**config.mk**
```make
export PLATFORM = sky130hd
export DESIGN_NAME = nonce_tx_scheduler
export DESIGN_NICKNAME = d
export VERILOG_FILES = /design/src/rtl/nonce_tx_scheduler.sv
export SDC_FILE = /design/constraint.sdc
export NUM_CORES = 1
export LEC_CHECK = 0
export BUFFER_PORTS_ARGS = -buffer_cell sky130_fd_sc_hd__clkbuf_2
export CAP_MARGIN = 30
export CORE_UTILIZATION = 57
export CTS_CLUSTER_SIZE = 30
export DETAILED_ROUTE_END_ITERATION = 8
export PLACE_DENSITY = 0.8
export SLEW_MARGIN = 5
export SYNTH_ARGS = -nofsm -noshare
export SYNTH_HDL_FRONTEND = slang
export SYNTH_SLANG_ARGS = --single-unit
export TNS_END_PERCENT = 10
```
**constraint.sdc**
```tcl
create_clock -name clk -period 8.8 [get_ports clk]
set_input_delay 0 -clock clk [delete_from_list [all_inputs] [get_ports clk]]
set_output_delay 0 -clock clk [all_outputs]
set_load 0.02 [all_outputs]
```
**src/rtl/nonce_tx_scheduler.sv**
```systemverilog
// nonce_tx_scheduler: gathers golden nonces from the hasher array and
// arbitrates them round-robin into a small FIFO. A three-state FSM then
// feeds each nonce to serial_transmit as one 32-bit word over the
// send/busy handshake. Drops caused by overruns are counted, and the
// count saturates at 255.
// Optional feature: define NONCE_FLUSH_ON_LOAD_EN to discard all queued
// and pending nonces when load_flag toggles (new work loaded).
module nonce_tx_scheduler #(
  parameter int NUM_HASHERS = 6,
  parameter int FIFO_DEPTH  = 4
) (
  input  logic                            clk,
  input  logic                            reset,
  input  logic [NUM_HASHERS-1:0]          nonce_valid,
  input  logic [32*NUM_HASHERS-1:0]       nonce_in,
  input  logic                            load_flag,
  input  logic                            tx_busy,
  output logic                            tx_send,
  output logic [31:0]                     tx_word,
  output logic [$clog2(FIFO_DEPTH):0]     fifo_count,
  output logic [7:0]                      drop_count,
  output logic                            idle
);

  localparam int AW = $clog2(FIFO_DEPTH);
  localparam int CW = AW + 1;
  localparam int PW = (NUM_HASHERS > 1) ? $clog2(NUM_HASHERS) : 1;
  localparam logic [CW-1:0] FULL_COUNT = CW'(FIFO_DEPTH);

  typedef enum logic [1:0] {
    IDLE      = 2'd0,
    WAIT_BUSY = 2'd1,
    WAIT_DONE = 2'd2
  } tx_state_t;

  // Per-hasher capture slots
  logic [NUM_HASHERS-1:0] pending_reg;
  logic [31:0]            hold_reg [NUM_HASHERS];
  logic [NUM_HASHERS-1:0] drain;
  logic [NUM_HASHERS-1:0] drop;

  // Arbitration
  logic [PW-1:0]          rr_ptr_reg;
  logic [PW-1:0]          winner;
  logic                   winner_valid;
  logic                   push;

  // FIFO
  logic [31:0]            mem [FIFO_DEPTH];
  logic [AW-1:0]          wr_ptr_reg;
  logic [AW-1:0]          rd_ptr_reg;
  logic [CW-1:0]          count_reg;
  logic                   fifo_full;
  logic                   pop;

  // TX FSM
  tx_state_t              state_reg;
  logic [1:0]             wait_cnt_reg;

  // Drop accounting
  logic [8:0]             drop_sum;
  logic [8:0]             drop_total;

  logic                   flush;

`ifdef NONCE_FLUSH_ON_LOAD_EN
  logic load_flag_reg;

  // Edge-detect copy of load_flag; reset re-samples it so no flush fires on exit
  always_ff @(posedge clk) begin
    load_flag_reg <= load_flag;
  end

  assign flush = load_flag ^ load_flag_reg;
`else
  logic unused_load_flag;
  assign unused_load_flag = load_flag;
  assign flush = 1'b0;
`endif

  assign fifo_full = (count_reg == FULL_COUNT);

  // The head is sent only from IDLE with the transmitter free; a flush
  // cycle sends nothing because the queue is being discarded.
  assign pop  = (state_reg == IDLE) && (count_reg != '0) && !tx_busy && !flush;

  // A full FIFO still accepts a push when the head leaves in the same cycle.
  assign push = winner_valid && (!fifo_full || pop) && !flush;

  // Round-robin pick: first pending slot at or after rr_ptr
  always_comb begin : arbiter
    int idx;
    winner_valid = 1'b0;
    winner       = '0;
    idx          = 0;
    for (int k = 0; k < NUM_HASHERS; k++) begin
      idx = int'(rr_ptr_reg) + k;
      if (idx >= NUM_HASHERS) idx = idx - NUM_HASHERS;
      if (!winner_valid && pending_reg[idx]) begin
        winner_valid = 1'b1;
        winner       = PW'(idx);
      end
    end
  end

  // A strobe into a slot that is still occupied and not leaving is lost
  generate
    for (genvar gi = 0; gi < NUM_HASHERS; gi++) begin : g_slot
      assign drain[gi] = push && (winner == PW'(gi));
      assign drop[gi]  = nonce_valid[gi] && pending_reg[gi] && !drain[gi] && !flush;
    end
  endgenerate

  // Capture strobes into slots; a slot drained this cycle can refill at once
  always_ff @(posedge clk) begin
    for (int i = 0; i < NUM_HASHERS; i++) begin
      if (reset || flush) begin
        pending_reg[i] <= 1'b0;
      end else if (nonce_valid[i] && (!pending_reg[i] || drain[i])) begin
        pending_reg[i] <= 1'b1;
        hold_reg[i]    <= nonce_in[32*i +: 32];
      end else if (drain[i]) begin
        pending_reg[i] <= 1'b0;
      end
    end
  end

  // Advance the round-robin pointer past each winner
  always_ff @(posedge clk) begin
    if (reset) begin
      rr_ptr_reg <= '0;
    end else if (push) begin
      rr_ptr_reg <= (int'(winner) == NUM_HASHERS - 1) ? '0 : winner + 1'b1;
    end
  end

  // Total drops this cycle
  always_comb begin
    drop_sum = '0;
    for (int i = 0; i < NUM_HASHERS; i++) begin
      drop_sum = drop_sum + {8'd0, drop[i]};
    end
  end

  assign drop_total = {1'b0, drop_count} + drop_sum;

  // Saturating drop counter
  always_ff @(posedge clk) begin
    if (reset) begin
      drop_count <= '0;
    end else begin
      drop_count <= (drop_total > 9'd255) ? 8'd255 : drop_total[7:0];
    end
  end

  // FIFO storage write port (no reset, block-RAM friendly)
  always_ff @(posedge clk) begin
    if (push) begin
      mem[wr_ptr_reg] <= hold_reg[winner];
    end
  end

  // FIFO pointers and occupancy; power-of-two depth lets the pointers wrap naturally
  always_ff @(posedge clk) begin
    if (reset || flush) begin
      wr_ptr_reg <= '0;
      rd_ptr_reg <= '0;
      count_reg  <= '0;
    end else begin
      if (push) wr_ptr_reg <= wr_ptr_reg + 1'b1;
      if (pop)  rd_ptr_reg <= rd_ptr_reg + 1'b1;
      case ({push, pop})
        2'b10:   count_reg <= count_reg + 1'b1;
        2'b01:   count_reg <= count_reg - 1'b1;
        default: count_reg <= count_reg;
      endcase
    end
  end

  // TX sequencer: hand a word to serial_transmit and track its busy cycle
  always_ff @(posedge clk) begin
    if (reset) begin
      state_reg    <= IDLE;
      tx_send      <= 1'b0;
      tx_word      <= '0;
      wait_cnt_reg <= '0;
    end else begin
      tx_send <= 1'b0;
      case (state_reg)
        IDLE: begin
          if (pop) begin
            tx_word      <= mem[rd_ptr_reg];
            tx_send      <= 1'b1;
            wait_cnt_reg <= '0;
            state_reg    <= WAIT_BUSY;
          end
        end
        WAIT_BUSY: begin
          // Busy never seen after 4 cycles: treat the word as sent
          if (tx_busy) begin
            state_reg <= WAIT_DONE;
          end else if (wait_cnt_reg == 2'd3) begin
            state_reg <= IDLE;
          end else begin
            wait_cnt_reg <= wait_cnt_reg + 1'b1;
          end
        end
        WAIT_DONE: begin
          if (!tx_busy) state_reg <= IDLE;
        end
        default: state_reg <= IDLE;
      endcase
    end
  end

  assign fifo_count = count_reg;
  assign idle       = (pending_reg == '0) && (count_reg == '0) && (state_reg == IDLE);

endmodule

```
### After elaboration in Yosys (flattened, before gate mapping)

Memories as Yosys holds them, arrays and structs flattened. A register that Yosys moved wholly into a read port is not among the register bits.
Cells that the tools add are included.

| word-level totals | value |
|---|---|
| flip-flop bits (word level) | 29 |
| RAM bits | 320 |
| bits of input ports | 202 |
| output and inout bits | 45 |
| word-level logic and storage cells | 228 |
| memories | 2 |

| cells by class | value |
|---|---|
| add/subtract/negate cells | 23 |
| order comparisons | 13 |
| equal/unequal tests | 17 |
| mux-type cells | 81 |
| bitwise gates (word level) | 1 |
| reduce and logical (&&, ||, !) cells | 77 |

Memory list:

| memory | words | width | rd ports | clocked after memory_dff | write ports | line | RTL |
|---|---|---|---|---|---|---|---|
| hold_reg | 6 | 32 | 1 | 0 | 6 | 38 | `logic [31:0] hold_reg [NUM_HASHERS];` |
| mem | 4 | 32 | 1 | 1 | 1 | 49 | `logic [31:0] mem [FIFO_DEPTH];` |

Operator list:

| cell | number |
|---|---|
| $lt A32 B5 Y1 const B | 6 |
| $mux W32 | 6 |
| $mux W1 | 51 |
| $logic_and A1 B1 Y1 | 34 |
| $sub A4 B3 Y5 const B | 5 |
| $mux W3 | 7 |
| $ge A4 B3 Y1 const B | 5 |
| $logic_not A1 Y1 | 19 |
| $bmux W1 S3 | 6 |
| $reduce_bool A2 Y1 | 8 |
| $mux W2 | 7 |
| $eq A3 B3 Y1 const B | 4 |
| $add A8 B6 Y9 | 1 |
| $gt A9 B8 Y1 const B | 1 |
| $add A3 B2 Y4 const B | 2 |
| $add A3 B3 Y4 const B | 2 |
| $mux W8 | 1 |
| $ne A2 B2 Y1 const B | 4 |
| $logic_or A1 B1 Y1 | 7 |
| $add A2 B1 Y2 const B | 3 |
| $add A3 B1 Y3 const B | 2 |
| $add A5 B1 Y6 | 1 |
| $eq A2 B2 Y1 const B | 3 |
| $eq A3 B2 Y1 const B | 2 |
| other kinds (23) | 25 |

### Longest topological paths before layout

| logic depth | value |
|---|---|
| depth in word-level cells | 33 |
| mapped depth | 29 |
| gate-level depth less buffers | 26 |

### Least setup slack after synthesis

No wires, ideal clock.

| path | value |
|---|---|
| path kind | flip-flop to flip-flop |
| from | register rr_ptr_reg[0] |
| to | memory hold_reg[3][0] (enable) |
| data arrival time | 5,893 ps |
| path slack | 2,437 ps |
| stages on the path, launching flop included | 19 |
| buffers on the path | 3 |
| cells stage by stage | dfxtp_1 > buf_6 > buf_6 > inv_1 > ha_1 > clkinv_1 > ha_1 > a211oi_2 > a21boi_0 > o211ai_1 > o211a_1 > o211ai_1 > a32o_1 > buf_6 > nand2_4 > inv_2 > ha_1 > nand3_1 > a211oi_1 |

RTL lines:

| element | line | RTL |
|---|---|---|
| start, declared | 43 | `logic [PW-1:0] rr_ptr_reg;` |
| start signal, assigned | 133 | `rr_ptr_reg <= (int'(winner) == NUM_HASHERS - 1) ? '0 : winner + 1'b1;` |
| end, declared | 38 |  |

### Final worst setup path

| path | value |
|---|---|
| from | register rr_ptr_reg[1] |
| to | register drop_count[1] |

| on the way | value |
|---|---|
| word-level cells in the longest chain between the ends | 33 |
| elaborated cells on any way between the ends | 96 |
| classes of those cells | add/sub: 17; order compare: 7; eq/ne: 5; mux: 37; reduce/logical: 30 |

RTL lines:

| element | line | RTL |
|---|---|---|
| branches (longest 29 deep; another with $sub A4 B3 Y5) | - |  |
| $add A5 B1 Y6 (*) | 141 | `drop_sum = drop_sum + {8'd0, drop[i]};` |
| $add A8 B6 Y9 (*) | 145 | `assign drop_total = {1'b0, drop_count} + drop_sum;` |
| $gt A9 B8 Y1 | 152 | `drop_count <= (drop_total > 9'd255) ? 8'd255 : drop_total[7:0];` |
| $mux W8 (*) | 152 |  |
| end signal, assigned | 152 |  |
| end, declared | 21 | `output logic [7:0] drop_count,` |

Every way passes the cells marked *. The select of a mux whose other input is x is not followed.
A chain may end at the register's enable or synchronous reset.

==> reports/metrics.csv <==
stage;metric;value;unit
setup_path;critPathLaunchType;flop;
worst_hold_path;min_path_cells;3;
synthesis;synth_cells;1229;
sta;rsz0062_at_grt;no;
finish;nFillCells;1731;
cts;clockBufferDepth;3;
cts;clkTransAtPathRegs;60;ps
placement;io_buffers;245;
synthesis;synth_top_family_by_area;compound AO/OA/AOI/OAI gates;
sta;finalWorstSetupSlack;1409;ps
synthesis;synth_top_area_frac;0.5617;
finish;nets;1866;
synthesis;syn_nets;1459;
cts;cts_buffers;40;
setup_path;r2r-end;drop_count[1];
synthesis;synth_compound_area_frac;0.1751;
die;dieArea;30710;um^2
cts;cts_sinks;381;
cts;tritoncts;built;
drt;vias;13330;
sta;drv_slew;0;
drt;avgViaCountPerCell;6.469;
sta;finalHoldViolCount;0;
synthesis;async_flop_share;0;
setup_path;r2r_start;rr_ptr_reg[1];
setup_path;cp.arrival;7760;ps
placement;place.gp.congestion;0.8734;
synthesis;synth_cell_types;76;
die;io_pins;247;
sta;fin_setup_tns;0;ps
synthesis;avgSynthCellArea;13.92;um^2
setup_path;rrSetupSlack;1410;ps
sta;period_needed;7391;ps
sta;skew;24.29;ps
finish;fin_cells;2060;
die;die_w;175.2;um
synthesis;synth_xor_area_frac;0.008191;
global_routing;antenna_found_initial;2;
placement;place_ws;1147;ps
finish;drive_gt1_frac;0.2496;
sta;worst_pin_slew;1041;ps
synthesis;synthFlopType;edfxtp_1;
synthesis;synth_area_leaders;edfxtp_1, dfxtp_1, mux4_2;
die;die_h;175.2;um
finish;final_common_cell;edfxtp_1;
die;initial_utilization;0.5788;
setup_path;critPathKind;flop to flop;
finish;layout_common_cells;edfxtp_1, clkbuf_2, dlygate4sd3_1;
drt;drcViolationCount;0;
drt;routed_wirelength;52240;um
flow_run;drv_cap;0;
drt;drtPass1Iterations;6;
synthesis;muxShareOfSynthArea;0.05661;
global_routing;grt_pass1_vias;13220;
synthesis;synth_warnings;0;
placement;place_hpwl;28510;um
die;fp-row-count;63;
placement;dp.cells;1782;
synthesis;synth_area;17110;um^2
setup_path;ff2ff_path_depth;22;
setup_path;critPathCaptureType;flop;
synthesis;yosysTopAreaCell;edfxtp_1;
cts;clock_latency;540;ps
worst_hold_path;holdPathEnd;drop_count[7];
drt;wire_per_inst;25.36;um
sta;final-setup-viol-count;0;
drt;antenna_left;0;
finish;largest_register_ffs;192;
global_routing;grt_pass1_wl;78610;um
synthesis;yosysSeqAreaShare;0.6331;
setup_path;crit_required;9170;ps
synthesis;synth_seq_cells;381;
die;core-area;29560;um^2
worst_hold_path;hold_start;reset;
setup_path;path_max_fanout;13;
cts;ctsRootBufferMaster;clkbuf_16;
global_routing;track_usage;0.3425;
synthesis;synth_edf_count;320;
synthesis;synth_fa_ha_area_frac;0.02267;
finish;area_delta_synth_final;27.96;%
synthesis;synth_simple_gate_area_frac;0.05836;
sta;max_slew_margin;0.2969;
sta;fmax;135.3;MHz
worst_hold_path;hold_class;primary input to flop;
run_status;run_status;finished clean;
global_routing;grt_overflow_total;0;
drt;drt-initial-drc-count;1776;
cts;htreeDepth;2;
global_routing;grt_max_degree;95;
sta;finalCritPeriodShare;0.8399;
cts;ctsResizeCount;0;
[how the worst max path moves through the flow]
stage                       start              to  slack, ps  cells past startpoint
global route        rr_ptr_reg[1]   drop_count[5]        830                     23
floorplan           rr_ptr_reg[0]  hold_reg[3][0]       2440                     18
global placement    rr_ptr_reg[0]   drop_count[1]       1350                     22
finish              rr_ptr_reg[1]   drop_count[1]       1410                     22
CTS                 rr_ptr_reg[0]   drop_count[1]       1150                     22
detailed placement  rr_ptr_reg[0]   drop_count[1]       1150                     22
[per-layer routing]
layer | share of wire | track usage | up-vias
met5 | 0 | 0 | -
met4 | 0.071 | 0.2192 | 0
met2 | 0.47 | 0.5327 | 1015
met3 | 0.10 | 0.06397 | 195
met1 | 0.36 | 0.4446 | 6399
li1 | - | - | 5718
[stage by stage]
stage            util  instance area (um^2)  hold slack, ps
2_1_floorplan       -                 17110           98.87
3_5_place_dp   0.6273                 18540           178.6
4_1_cts        0.7386                 21830           103.8
3_3_place_gp   0.6273                 18540           176.7
6_report       0.7406                 21890           115.7
5_1_grt        0.7405                 21890           131.9
[layout make-up]
| type | count | area [um^2] | share of cell area |
|---|---|---|---|
| tap | 390 | 488.0 | 0.02229 |
| antenna | 3 | 7.507 | 0.0003429 |
| timing repair buffer | 473 | 3463 | 0.1582 |
| clock inverter | 16 | 162.7 | 0.007430 |
| sequential | 381 | 10830 | 0.4948 |
| multi-input combinational | 687 | 5602 | 0.2559 |
| inverter | 53 | 198.9 | 0.009088 |
| clock buffer | 57 | 1137 | 0.05195 |
[cells in the mapped netlist, types with 19 or more instances]
cell type,instances
clkbuf_1,46
o22ai_1,35
inv_1,49
nand3_1,39
mux4_2,35
nor2_1,39
o211ai_1,37
a21oi_1,86
o2111ai_1,33
o211a_1,66
nand2_1,79
edfxtp_1,320
dfxtp_1,61
ha_1,23
o311ai_1,32
buf_2,30
a2111oi_0,19
[kinds of logic after synthesis]
group / count (synthesis)
compound gates: 379
xor+xnor: 16
fa+ha+maj: 28
buf+inv: 161
flops: 381
mux: 52
simple gates: 212
[worst max-delay path, stage by stage (launching register included)]
cell and delay (ps):
dfxtp_1 540, inv_1 310, ha_1 670, clkinv_1 330, ha_1 410, mux4_2 220, a22oi_1 60, o211ai_1 610
and4b_1 320, nand4_2 160, and2_1 330, o21ai_0 250, o311a_1 390, fa_1 500, fa_1 520, fa_1 450
inv_1 80, fa_1 210, nor2b_1 60, o21ai_0 320, nor2_1 140, nand3_1 240, a21oi_1 120
[repair_timing]
| item | in CTS | in global routing |
|---|---|---|
| hold buffers | 199 | 0 |
| hold endpoints to repair | 201 | 0 |
| setup buffers | 0 | 0 |
Power is left out: the tool's default activity adds up to more than one toggle a clock period on the data nets, which glitch-free logic cannot reach.
